<file path="src/rtl/mips_pkg.sv">
// Shared definitions for the MIPS-Lite pipeline hazard controller:
// opcode encodings, controller state enum and source-operand usage decode.
package mips_pkg;

   localparam int OPC_W_C = 6;

   localparam logic [OPC_W_C-1:0] OP_ADD  = 6'd0;
   localparam logic [OPC_W_C-1:0] OP_ADDI = 6'd1;
   localparam logic [OPC_W_C-1:0] OP_SUB  = 6'd2;
   localparam logic [OPC_W_C-1:0] OP_SUBI = 6'd3;
   localparam logic [OPC_W_C-1:0] OP_MUL  = 6'd4;
   localparam logic [OPC_W_C-1:0] OP_MULI = 6'd5;
   localparam logic [OPC_W_C-1:0] OP_OR   = 6'd6;
   localparam logic [OPC_W_C-1:0] OP_ORI  = 6'd7;
   localparam logic [OPC_W_C-1:0] OP_AND  = 6'd8;
   localparam logic [OPC_W_C-1:0] OP_ANDI = 6'd9;
   localparam logic [OPC_W_C-1:0] OP_XOR  = 6'd10;
   localparam logic [OPC_W_C-1:0] OP_XORI = 6'd11;
   localparam logic [OPC_W_C-1:0] OP_LDW  = 6'd12;
   localparam logic [OPC_W_C-1:0] OP_STW  = 6'd13;
   localparam logic [OPC_W_C-1:0] OP_BZ   = 6'd14;
   localparam logic [OPC_W_C-1:0] OP_BEQ  = 6'd15;
   localparam logic [OPC_W_C-1:0] OP_JMP  = 6'd16;
   localparam logic [OPC_W_C-1:0] OP_HLT  = 6'd17;

   typedef enum logic [1:0] {
      RUN    = 2'd0,
      DRAIN  = 2'd1,
      HALTED = 2'd2
   } hctrl_state_e;

   function automatic logic uses_rs(input logic [OPC_W_C-1:0] op);
      logic r;
      case (op)
         OP_ADD, OP_ADDI, OP_SUB, OP_SUBI, OP_MUL, OP_MULI,
         OP_OR, OP_ORI, OP_AND, OP_ANDI, OP_XOR, OP_XORI,
         OP_LDW, OP_STW, OP_BZ, OP_BEQ: r = 1'b1;
         default:                       r = 1'b0;
      endcase
      return r;
   endfunction

   function automatic logic uses_rt(input logic [OPC_W_C-1:0] op);
      logic r;
      case (op)
         OP_ADD, OP_SUB, OP_MUL, OP_OR, OP_AND, OP_XOR,
         OP_STW, OP_BEQ: r = 1'b1;
         default:        r = 1'b0;
      endcase
      return r;
   endfunction

endpackage

</file>
<file path="src/rtl/mips_sat_counter.sv">
// Statistics counter that sticks at all-ones instead of wrapping.
// clear is synchronous and has priority over inc.
module mips_sat_counter #(
   parameter int CNT_W = 32
) (
   input  logic             clk,
   input  logic             clear,
   input  logic             inc,
   output logic [CNT_W-1:0] count
);

   logic [CNT_W-1:0] cnt_q;
   logic [CNT_W-1:0] cnt_d;

   // next value: clear, saturating increment, or hold
   always_comb begin
      cnt_d = cnt_q;
      if (clear) begin
         cnt_d = {CNT_W{1'b0}};
      end else if (inc && (cnt_q != {CNT_W{1'b1}})) begin
         cnt_d = cnt_q + {{(CNT_W-1){1'b0}}, 1'b1};
      end else begin
         cnt_d = cnt_q;
      end
   end

   // count register
   always_ff @(posedge clk) begin
      cnt_q <= cnt_d;
   end

   assign count = cnt_q;

endmodule

</file>
<file path="src/rtl/mips_pipe_hazard_ctrl.sv">
// MIPS-Lite pipeline controller: RAW stall, taken-branch flush, HLT drain, statistics.
// Optional macro MIPS_HAZ_FORWARD_EN: load-use-only stalls plus fwd_a_sel/fwd_b_sel outputs.
module mips_pipe_hazard_ctrl
   import mips_pkg::*;
#(
   parameter int OPC_W        = 6,
   parameter int REG_IDX_W    = 5,
   parameter int CNT_W        = 32,
   parameter int DRAIN_CYCLES = 3
) (
   input  logic                 CLOCK,
   input  logic                 RESET_N,
   input  logic                 id_valid,
   input  logic [OPC_W-1:0]     id_opcode,
   input  logic [REG_IDX_W-1:0] id_rs,
   input  logic [REG_IDX_W-1:0] id_rt,
   input  logic                 ex_wr,
   input  logic [REG_IDX_W-1:0] ex_dest,
   input  logic                 ex_is_load,
   input  logic                 mem_wr,
   input  logic [REG_IDX_W-1:0] mem_dest,
   input  logic                 ex_br_taken,
   output logic                 stall_if,
   output logic                 stall_id,
   output logic                 flush_ifid,
   output logic                 flush_idex,
   output logic                 pc_sel_branch,
   output logic                 halted,
   output logic [CNT_W-1:0]     stall_cnt,
   output logic [CNT_W-1:0]     branch_cnt
`ifdef MIPS_HAZ_FORWARD_EN
   ,
   output logic [1:0]           fwd_a_sel,
   output logic [1:0]           fwd_b_sel
`endif
);

   localparam int DRN_W = $clog2(DRAIN_CYCLES + 1);

   hctrl_state_e     state_q, state_d;
   logic [DRN_W-1:0] drain_q, drain_d;

   logic rs_used, rt_used;
   logic ex_hit_rs, ex_hit_rt, mem_hit_rs, mem_hit_rt;
   logic hazard;
   logic stall_inc, branch_inc;

   assign rs_used    = uses_rs(id_opcode);
   assign rt_used    = uses_rt(id_opcode);
   assign ex_hit_rs  = ex_wr  && (ex_dest  == id_rs);
   assign ex_hit_rt  = ex_wr  && (ex_dest  == id_rt);
   assign mem_hit_rs = mem_wr && (mem_dest == id_rs);
   assign mem_hit_rt = mem_wr && (mem_dest == id_rt);

`ifdef MIPS_HAZ_FORWARD_EN
   // with forwarding only a load result still in EX cannot be bypassed in time
   assign hazard = id_valid && ex_is_load &&
                   ((rs_used && ex_hit_rs) || (rt_used && ex_hit_rt));

   // bypass select per operand, the younger EX result wins over MEM
   always_comb begin
      fwd_a_sel = 2'b00;
      fwd_b_sel = 2'b00;
      if (RESET_N && id_valid) begin
         if (rs_used && ex_hit_rs) begin
            fwd_a_sel = 2'b01;
         end else if (rs_used && mem_hit_rs) begin
            fwd_a_sel = 2'b10;
         end else begin
            fwd_a_sel = 2'b00;
         end
         if (rt_used && ex_hit_rt) begin
            fwd_b_sel = 2'b01;
         end else if (rt_used && mem_hit_rt) begin
            fwd_b_sel = 2'b10;
         end else begin
            fwd_b_sel = 2'b00;
         end
      end else begin
         fwd_a_sel = 2'b00;
         fwd_b_sel = 2'b00;
      end
   end
`else
   logic unused_load_flag;
   assign unused_load_flag = ex_is_load;

   assign hazard = id_valid &&
                   ((rs_used && (ex_hit_rs || mem_hit_rs)) ||
                    (rt_used && (ex_hit_rt || mem_hit_rt)));
`endif

   // controller next state and same-cycle pipeline control
   always_comb begin
      state_d       = state_q;
      drain_d       = drain_q;
      stall_if      = 1'b0;
      stall_id      = 1'b0;
      flush_ifid    = 1'b0;
      flush_idex    = 1'b0;
      pc_sel_branch = 1'b0;
      halted        = 1'b0;
      stall_inc     = 1'b0;
      branch_inc    = 1'b0;
      if (!RESET_N) begin
         state_d = RUN;
         drain_d = {DRN_W{1'b0}};
      end else begin
         case (state_q)
            RUN: begin
               if (ex_br_taken) begin
                  flush_ifid    = 1'b1;
                  flush_idex    = 1'b1;
                  pc_sel_branch = 1'b1;
                  branch_inc    = 1'b1;
               end else if (hazard) begin
                  stall_if  = 1'b1;
                  stall_id  = 1'b1;
                  stall_inc = 1'b1;
               end else if (id_valid && (id_opcode == OP_HLT)) begin
                  state_d = DRAIN;
                  drain_d = {DRN_W{1'b0}};
               end else begin
                  state_d = RUN;
               end
            end
            DRAIN: begin
               // a branch right behind HLT means the HLT itself was wrong-path
               if ((drain_q == {DRN_W{1'b0}}) && ex_br_taken) begin
                  flush_ifid    = 1'b1;
                  flush_idex    = 1'b1;
                  pc_sel_branch = 1'b1;
                  branch_inc    = 1'b1;
                  state_d       = RUN;
                  drain_d       = {DRN_W{1'b0}};
               end else if (drain_q == DRN_W'(DRAIN_CYCLES - 1)) begin
                  stall_if = 1'b1;
                  state_d  = HALTED;
                  drain_d  = {DRN_W{1'b0}};
               end else begin
                  stall_if = 1'b1;
                  drain_d  = drain_q + {{(DRN_W-1){1'b0}}, 1'b1};
               end
            end
            HALTED: begin
               stall_if = 1'b1;
               halted   = 1'b1;
            end
            default: begin
               state_d = RUN;
               drain_d = {DRN_W{1'b0}};
            end
         endcase
      end
   end

   // controller state registers with synchronous reset
   always_ff @(posedge CLOCK) begin
      if (!RESET_N) begin
         state_q <= RUN;
         drain_q <= {DRN_W{1'b0}};
      end else begin
         state_q <= state_d;
         drain_q <= drain_d;
      end
   end

   mips_sat_counter #(.CNT_W(CNT_W)) u_stall_cnt (
      .clk   (CLOCK),
      .clear (!RESET_N),
      .inc   (stall_inc),
      .count (stall_cnt)
   );

   mips_sat_counter #(.CNT_W(CNT_W)) u_branch_cnt (
      .clk   (CLOCK),
      .clear (!RESET_N),
      .inc   (branch_inc),
      .count (branch_cnt)
   );

endmodule
</file>
<file path="config.mk">
export PLATFORM = sky130hd
export DESIGN_NAME = mips_pipe_hazard_ctrl
export DESIGN_NICKNAME = d
export VERILOG_FILES = /design/src/rtl/mips_pkg.sv /design/src/rtl/mips_sat_counter.sv /design/src/rtl/mips_pipe_hazard_ctrl.sv
export SDC_FILE = /design/constraint.sdc
export NUM_CORES = 1
export LEC_CHECK = 0
export CORE_ASPECT_RATIO = 0.6
export CORE_MARGIN = 5
export CORE_UTILIZATION = 48
export DETAILED_ROUTE_END_ITERATION = 10
export GPL_TIMING_DRIVEN = 0
export HOLD_SLACK_MARGIN = 0.12
export PLACE_DENSITY = 0.83
export RECOVER_POWER = 25
export SETUP_SLACK_MARGIN = 0.4
export SYNTH_ARGS = -nofsm -noshare
export SYNTH_HDL_FRONTEND = slang
export SYNTH_SLANG_ARGS = --single-unit
export TNS_END_PERCENT = 100
</file>
<file path="constraint.sdc">
create_clock -name CLOCK -period 2.8 [get_ports CLOCK]
set_clock_uncertainty 0.15 [all_clocks]
set_input_delay 0.42 -clock CLOCK [delete_from_list [all_inputs] [get_ports CLOCK]]
set_output_delay 0.42 -clock CLOCK [all_outputs]
set_load 0.02 [all_outputs]
</file>
After elaboration in Yosys (flattened, before gate mapping)

Memories as Yosys holds them, arrays and structs flattened.
Cells that the tools add are included.

Memories: 1
Register bits after elaboration: 68
Bits in read-only memories: 16

Reduce and logical (&&, ||, !) cells: 19
$add $sub $neg: 3
Multiplexer cells: 27
Bitwise operators: 1
Equality and inequality tests: 14

Memory list:

| memory          | depth | bits a word | read ports | clocked after Yosys merged registers in | wr ports | line           | source |
|---|---|---|---|---|---|---|---|
| (no name shown) | 16    | 1           | 1          | 0                                       | 0        | mips_pkg.sv:45 | `case (op)` |

Operators by type and width:

| cell                                                                   | count |
|---|---|
| 32-bit by 1-bit adder with 32-bit output (second input constant)       | 2 |
| 32-bit inequality test (second input constant)                         | 2 |
| 5-bit equality test                                                    | 4 |
| 2-bit two-way mux                                                      | 9 |
| 1-bit two-way mux                                                      | 14 |
| 2-bit case mux with 3 select lines                                     | 2 |
| 1-bit logical AND                                                      | 11 |
| 4-bit AND reduction                                                    | 2 |
| 6-bit by 5-bit equality test with 1-bit output (second input constant) | 1 |
| 2-bit logical NOT                                                      | 3 |
| 2-bit inequality test (second input constant)                          | 3 |
| 2-bit equality test (second input constant)                            | 2 |
| 1-bit logical OR                                                       | 3 |
| 3-bit inequality test (second input constant)                          | 1 |
| 1-bit case mux with 3 select lines                                     | 1 |
| 2-bit by 1-bit adder with 2-bit output (second input constant)         | 1 |
| 2-bit by 1-bit equality test with 1-bit output (second input constant) | 1 |
| 1-bit case mux with 2 select lines                                     | 1 |
| 1-bit NOT                                                              | 1 |

Depth between registers and ports, before layout

Gate-level depths: netlist (run 1).

Depth in word-level cells: 11
Gate-level depth with buffers: 8
Mapped depth without buffers: 7

Hierarchy

A second synthesis (run 1) with hierarchy kept.

Cells, all modules: 454
Area total of the unflattened synthesis: 3812.4 um^2

Modules (own cells, without submodules):

| module                          | area an instance (um^2) | times used | cells each | seq. area each (um^2) |
|---|---|---|---|---|
| mips_sat_counter (u_branch_cnt) | 1674.1                  | 1          | 199        | 640.6 |
| mips_sat_counter (u_stall_cnt)  | 1606.5                  | 1          | 187        | 640.6 |
| mips_pipe_hazard_ctrl           | 531.8                   | 1          | 68         | 80.1 |

Least setup slack after synthesis (run 1)

Ideal clock, no wire load.

Kind: input to output
Start point: in id_rs[3]
End point: out stall_id
Arrival time: 2.022 ns
Path buffers: 2
Slack: 0.208 ns
Required time: 2.230 ns
Stages: 7
Cells stage by stage: xor2_1 > nor4_1 > and3_1 > nor4_1 > clkbuf_1 > clkbuf_1 > nor3_1

Word-level cells in the longest chain between the ends: 10

RTL lines:

| element                                       | line                                                     | source |
|---|---|---|
| start: declaration                            | mips_pipe_hazard_ctrl.sv:15                              | `input logic [REG_IDX_W-1:0] id_rs,` |
| 5-bit equality test, on equally long branches | mips_pipe_hazard_ctrl.sv:50, mips_pipe_hazard_ctrl.sv:52 |  |
| 1-bit logical AND, on equally long branches   | mips_pipe_hazard_ctrl.sv:50, mips_pipe_hazard_ctrl.sv:52 |  |
| 1-bit logical OR (*)                          | mips_pipe_hazard_ctrl.sv:89                              | `((rs_used && (ex_hit_rs \|\| mem_hit_rs)) \|\|` |
| 1-bit logical AND (*)                         | mips_pipe_hazard_ctrl.sv:89                              |  |
| 1-bit logical OR (*)                          | mips_pipe_hazard_ctrl.sv:89                              |  |
| 1-bit logical AND (*)                         | mips_pipe_hazard_ctrl.sv:88                              | `assign hazard = id_valid &&` |
| 1-bit two-way mux (*)                         | mips_pipe_hazard_ctrl.sv:116                             | `end else if (hazard) begin` |
| 1-bit two-way mux (*)                         | mips_pipe_hazard_ctrl.sv:111                             | `if (ex_br_taken) begin` |
| 1-bit two-way mux (*)                         | mips_pipe_hazard_ctrl.sv:109                             | `case (state_q)` |
| 1-bit two-way mux (*)                         | mips_pipe_hazard_ctrl.sv:105                             | `if (!RESET_N) begin` |
| end: declaration                              | mips_pipe_hazard_ctrl.sv:24                              | `output logic stall_id,` |

Mark *: on every way between the ends. The rest lies on a longest branch, timed or not.

Worst setup path after layout (run 1)

Start point: reg state_q[1]
End point: reg u_stall_cnt.cnt_q[28], in the netlist u_stall_cnt.count[28]

Word-level cells in the longest chain between the ends: 4

RTL lines:

| element                  | line                         | source |
|---|---|---|
| start: declaration       | mips_pipe_hazard_ctrl.sv:40  | `hctrl_state_e state_q, state_d;` |
| start signal: assignment | mips_pipe_hazard_ctrl.sv:163 | `state_q <= state_d;` |
| 2-bit logical NOT        | mips_pipe_hazard_ctrl.sv:109 |  |
| 1-bit two-way mux        | mips_pipe_hazard_ctrl.sv:109 |  |
| 1-bit two-way mux        | mips_pipe_hazard_ctrl.sv:105 |  |
| 1-bit logical AND        | mips_sat_counter.sv:20       | `end else if (inc && (cnt_q != {CNT_W{1'b1}})) begin` |
| end signal: assignment   | mips_sat_counter.sv:29       | `cnt_q <= cnt_d;` |
| end: declaration         | mips_sat_counter.sv:12       | `logic [CNT_W-1:0] cnt_q;` |

No other way between the ends.
A chain may end at the register's enable or synchronous reset.

==> results of run 1 <==
-- power breakdown --
part	internal [mW]	switching, mW	leakage (nW)
Combinational	0.0782	0.109	1.40
Sequential	0.970	0.00471	0.551
Clock	0.803	0.421	0.153
Total	1.85	0.535	2.10
-- sequential cells by signal, indices dropped and copies added, names as in the netlist --
name                count
state_q                 2
u_stall_cnt.count      32
drain_q                 2
u_branch_cnt.count     32
-- per-stage QoR --
step,setup TNS [ns],instances,util (%)
floorplan,0,462,-
global placement,-11.19,665,65.9
detailed placement,-13.37,665,65.9
CTS,0,690,73.6
global route,0,705,75.7
finish,0,705,75.7
-- repair_timing --
item,CTS,global route
hold buffers,0,0
buffers inserted,9,15
gates resized for setup,83,65
setup endpoints to repair,66,51
pin swaps,34,40
-- Yosys cell counts, drive strengths merged, types with 2 or more instances --
cell type	n	area (um2)
mux2i	6	60.1
nand4	29	181
xnor2	21	184
o21a	4	30.0
o21ai	26	130
o31ai	4	30.0
a21oi	28	140
o211ai	4	30.0
nor3	13	76.3
ha	2	25.0
and2	7	43.8
nor4	13	93.8
xor2	22	193
nor4b	4	35.0
nand4b	2	17.5
clkbuf	18	67.6
inv	3	11.3
nand2b	6	37.5
and4	6	52.6
a31oi	2	12.5
dfxtp	68	1360
or4	9	67.6
nor2b	2	12.5
nor2	42	158
and3	18	113
or3	21	131
nand2	36	135
buf	5	28.8
nor3b	5	42.5
nand3	28	140
-- layer usage --
| metal | routed length, um | up-vias | track usage (%) |
|---|---|---|---|
| met5 | 0 | - | 0 |
| met1 | 5450 | 2004 | 34.2 |
| met3 | 1240 | 37 | 6.75 |
| li1 | - | 1970 | - |
| met4 | 286 | 0 | 7.73 |
| met2 | 5870 | 257 | 39.5 |
-- layout make-up --
type	count	area share [%]
multi-input combinational	368	45.1
sequential	68	24.5
timing repair buffer	123	19.6
clock buffer	12	4.41
buffer	23	2.48
tap	104	2.33
clock inverter	4	1.30
inverter	3	0.201
-- path summary, 6_finish.rpt --
check	slack [ns]	to	cells after the start
hold / removal	0.30	state_q[0]	1
setup / recovery	0.15	u_stall_cnt.count[28]	7
hold reg to reg	0.30	state_q[0]	1
setup reg to reg	0.15	u_stall_cnt.count[28]	7
-- logic make-up (layout without fill, tap and decap cells) --
kind of cell / count (synthesis) / after routing / synth area share (%)
and+or+nand+nor: 244 / 244 / 36.7
AOI/OAI and AO/OA: 73 / 73 / 11.3
xor gates and xnor gates: 43 / 43 / 10.1
buffers and inverters: 26 / 165 / 2.89
muxes: 6 / 6 / 1.62
DFF: 68 / 68 / 36.6
adders and majority gates: 2 / 2 / 0.673
==> impl_metrics.json, run 1 <==
{
  "hold_class": "reg -> reg",
  "die_height_um": 78.2,
  "grt_usage_pct": 25.3,
  "rsz0062_at_grt": "true",
  "ios": 103,
  "mostFrequentLayoutCells": "dfxtp_1 (63), clkdlybuf4s50_1 (39), nor2_1 (38)",
  "placed_area_mm2": 0.00487,
  "grt_pass1_vias": 3905,
  "wire_per_inst_um": 18.2,
  "cpMostUsedCell": "or4_4",
  "min_from": "state_q[1]",
  "dpl_worst_slack_ns": -1.18,
  "cpPeakStageDelay_ns": 0.53,
  "dr.first_iter.drc_count": 425,
  "startpoint_type": "register",
  "dieArea_mm2": 0.00966,
  "root_buffer": "clkbuf_16",
  "power_density_mw_per_mm2": 427,
  "grt_pass1_wl_um": 19700,
  "start_util_pct": 50.3,
  "gp_congestion": 0.879,
  "core_area_mm2": 0.00739,
  "tightest_slew_ns": 0.723,
  "ant_nets": 0,
  "dr.pass1.iters": 5,
  "crit_start": "state_q[1]",
  "drive_gt1_share_pct": 19.3,
  "final-hold-violation-count": 0,
  "drc": 0,
  "hold_ws_ns": 0.297,
  "critPathKind": "reg -> reg",
  "portBuffers": 99,
  "syn_avg_cell_area_um2": 8.05,
  "h-tree-depth": 3,
  "ys_types": 44,
  "clockBufferDepth": 2,
  "finalPower_mw": 2.39,
  "finalMaxSlewViolations": 0,
  "finalWorstSetupSlack_ns": 0.148,
  "critPathSlowestCell": "or4_4",
  "r2r_start": "state_q[1]",
  "multi_input_area_mm2": 0.00252,
  "critPathBufInv": 1,
  "cts_tree": "yes",
  "ys_warn_count": 0,
  "required_ns": 2.91,
  "yosys_register_bits": 68,
  "crit_arrival_ns": 2.76,
  "status": "complete, no violations",
  "num_rows": 24,
  "register_area_mm2": 0.00137,
  "vias": 4268,
  "critPathMaxFanout": 7,
  "dp_hpwl_um": 8500,
  "period_minus_slack_ns": 2.65,
  "async_flop_share_pct": 0,
  "cts-buffers-inserted": 9,
  "postSynthNetCount": 497,
  "slew_headroom_pct": 51.8,
  "maxCapViolCount": 0,
  "synthFlopType": "dfxtp_1",
  "synth-seq-area-share_pct": 36.6,
  "fin_crit_sh_pct": 94.7,
  "path_cells": "or3b_4 > or4_4 > buf_8 > nor3_4 > nand3_2 > or4_4 > a21oi_2",
  "synth_edf_count": 0,
  "cp_top_family": "simple AND/OR/NAND/NOR gates",
  "worstSkewPairLatency_ns": 0.33,
  "finalNetCount": 631,
  "clkSlewWorstSetupHoldPaths_ns": 0.06,
  "antenna_found_initial": 0,
  "netlist_area_mm2": 0.00372,
  "finalSetupViolations": 0,
  "irDropWorstVdd_v": 0.000314,
  "viasPerCell": 6.05,
  "grt_max_degree": 12,
  "gr-total-overflow": 0,
  "nFillCells": 532,
  "leakage_nw": 2.10,
  "routed_wl_um": 12800,
  "mostFrequentLayoutCell": "dfxtp_1",
  "final_area_mm2": 0.00559,
  "synthCells": 462,
  "fmaxAchievable_ghz": 0.377,
  "antenna_cells": 0,
  "syn2layout_area_growth_pct": 50.4,
  "fp.dieW_um": 124,
  "endpoint_kind": "register",
  "cts_sinks": 68
}
(Power assumes the default switching activity.)
==> run 2: changes to the inputs <==
--- a/config.mk
+++ b/config.mk
@@ -6,7 +6,6 @@
 export NUM_CORES = 1
 export LEC_CHECK = 0
 export CORE_ASPECT_RATIO = 0.6
-export CORE_MARGIN = 5
 export CORE_UTILIZATION = 48
 export DETAILED_ROUTE_END_ITERATION = 10
 export GPL_TIMING_DRIVEN = 0
@@ -14,6 +13,7 @@
 export PLACE_DENSITY = 0.83
 export RECOVER_POWER = 25
 export SETUP_SLACK_MARGIN = 0.4
+export SLEW_MARGIN = 20
 export SYNTH_ARGS = -nofsm -noshare
 export SYNTH_HDL_FRONTEND = slang
 export SYNTH_SLANG_ARGS = --single-unit
==> impl_metrics.json, run 2 (synthesized netlist as in run 1, its figures left out) <==
{
  "status": "complete, no violations",
  "start_util_pct": 50.3,
  "drive_gt1_share_pct": 20.7,
  "tightest_slew_ns": 0.645,
  "finalNetCount": 633,
  "path_cells": "dlygate4sd3_1 > or4_4 > buf_8 > nor2_4 > o31a_1 > buf_6",
  "p_clk_share_pct": 52.4,
  "finalWorstSetupSlack_ns": 0.102,
  "nFillCells": 502,
  "dr.first_iter.drc_count": 555,
  "syn2layout_area_growth_pct": 53.9,
  "clkSlewWorstSetupHoldPaths_ns": 0.05,
  "root_buffer": "clkbuf_16",
  "clockBufferDepth": 2,
  "antenna_cells": 0,
  "finalSetupViolations": 0,
  "mostFrequentLayoutCell": "dfxtp_1",
  "vias": 4432,
  "critPathBufInv": 3,
  "intPower_mw": 1.90,
  "viasPerCell": 6.27,
  "multi_input_area_mm2": 0.00260,
  "antenna_found_initial": 0,
  "grt_pass1_wl_um": 19600,
  "core_area_mm2": 0.00739,
  "dieArea_mm2": 0.00811,
  "dp.cells": 665,
  "leakage_nw": 2.21,
  "wire_per_inst_um": 18.9,
  "power_density_mw_per_mm2": 430,
  "endpoint_kind": "primary output",
  "min_from": "u_branch_cnt.count[27]",
  "cts_tree": "yes",
  "h-tree-depth": 3,
  "critPathMaxFanout": 7,
  "period_minus_slack_ns": 2.70,
  "required_ns": 2.23,
  "whs_endpoint": "u_branch_cnt.count[27]",
  "drc": 0,
  "slew_headroom_pct": 56.7,
  "crit_arrival_ns": 2.13,
  "critPathKind": "in -> out",
  "dpl_worst_slack_ns": -1.16,
  "maxCapViolCount": 0,
  "grt_pass1_vias": 4023,
  "hold_class": "reg -> reg",
  "gp_congestion": 0.887,
  "register_area_mm2": 0.00137,
  "ant_nets": 0,
  "power_frac_seq_pct": 39.6,
  "grt_max_degree": 12,
  "irDropWorstVdd_v": 0.000319,
  "r2r-end": "u_stall_cnt.count[24]",
  "fp.dieW_um": 116,
  "routed_wl_um": 13300,
  "ios": 103,
  "cp_top_family": "buffers and inverters",
  "num_rows": 24,
  "die_height_um": 70.2,
  "finalPower_mw": 2.46,
  "critPathSlowestCell": "dlygate4sd3_1",
  "swShare_pct": 22.7,
  "portBuffers": 99,
  "hold_ws_ns": 0.350,
  "finalMaxSlewViolations": 0,
  "fin_crit_sh_pct": 96.4,
  "r2r_cells": 6,
  "r2r_setup_slack_ns": 0.21,
  "finalNonFillerCells": 707,
  "cts-buffers-inserted": 9,
  "final-hold-violation-count": 0,
  "dp_hpwl_um": 8150,
  "worstSkewPairLatency_ns": 0.33,
  "r2r_start": "state_q[1]",
  "cts_sinks": 68,
  "rsz0062_at_grt": "true",
  "combPwrFrac_pct": 8.0,
  "dr.pass1.iters": 7,
  "fmaxAchievable_ghz": 0.371,
  "gr-total-overflow": 0,
  "grt_usage_pct": 30.9,
  "power.switching_mw": 0.558,
  "mostFrequentLayoutCells": "dfxtp_1 (65), nor2_1 (40), clkdlybuf4s50_1 (36)",
  "whs_path_depth": 2,
  "cpPeakStageDelay_ns": 0.62,
  "startpoint_type": "primary input"
}
[run 2: cell count changes in the layout (fill, tap and decap cells not counted), sizes merged]
| cell | previous run | this run |
|---|---|---|
| dlymetal6s2s | 3 | 4 |
| clkdlybuf4s50 | 39 | 36 |
| clkinv | 1 | 0 |
| dlygate4sd3 | 29 | 31 |
| clkdlybuf4s15 | 2 | 4 |
| buf | 31 | 36 |
| dlygate4sd2 | 11 | 7 |
[run 2: tightest hold or removal path, delay by kind of cell (launching register included)]
kind	cells	cell delay (ns)
compound gates	2	0.13
flops	1	0.33
[run 2: metal layers]
| layer | GRT usage, % | up-vias | part of all wire [%] |
|---|---|---|---|
| met4 | 10.3 | 0 | 2.6 |
| met2 | 48.7 | 307 | 47 |
| met5 | 0 | - | 0 |
| li1 | - | 1978 | - |
| met1 | 41.0 | 2103 | 40 |
| met3 | 8.07 | 44 | 10 |
[run 2: area by class of cell]
cell class | instances | share of cell area (%)
Clock inverter | 3 | 1.18
Buffer | 23 | 2.67
Sequential cell | 68 | 23.9
Multi-Input combinational cell | 368 | 45.4
Clock buffer | 13 | 4.72
Tap cell | 104 | 2.27
Timing Repair Buffer | 125 | 19.7
Inverter | 3 | 0.197
[run 2: stage by stage]
step	util [%]	setup TNS [ns]	cell area [um2]
6_report	77.5	0	5720
5_1_grt	77.5	0	5720
4_1_cts	74.6	0	5510
3_5_place_dp	65.9	-12.91	4870
3_3_place_gp	65.9	-10.99	4870
2_1_floorplan	-	0	3750
[run 2: worst max-delay path by stage]
stage            startpoint  slack, ns                    end  cells after the start
2_1_floorplan  id_opcode[5]       0.32  u_stall_cnt.count[24]                      6
3_3_place_gp     ex_dest[3]      -1.12               stall_id                      9
3_5_place_dp     ex_dest[4]      -1.16               stall_id                      9
4_1_cts         mem_dest[4]       0.14               stall_if                      9
5_1_grt        id_opcode[4]       0.07               stall_if                      6
6_report       id_opcode[4]       0.10               stall_if                      6
[run 2: power by group through the flow]
stage / Clock [mW] / Sequential (mW) / Combinational (mW)
6_report: 1.29 / 0.975 / 0.197
5_1_grt: 1.32 / 0.975 / 0.207
3_3_place_gp: 0 / 0.997 / 0.163
4_1_cts: 1.27 / 0.976 / 0.178
2_1_floorplan: 0 / 1.00 / 0.0748
3_5_place_dp: 0 / 0.997 / 0.168
[run 2: repair_timing]
| action | CTS | global route |
|---|---|---|
| buffers inserted | 15 | 11 |
| resized for setup | 86 | 90 |
| setup endpoints to repair | 66 | 47 |
| pin swaps | 37 | 40 |
| hold buffers | 0 | 0 |
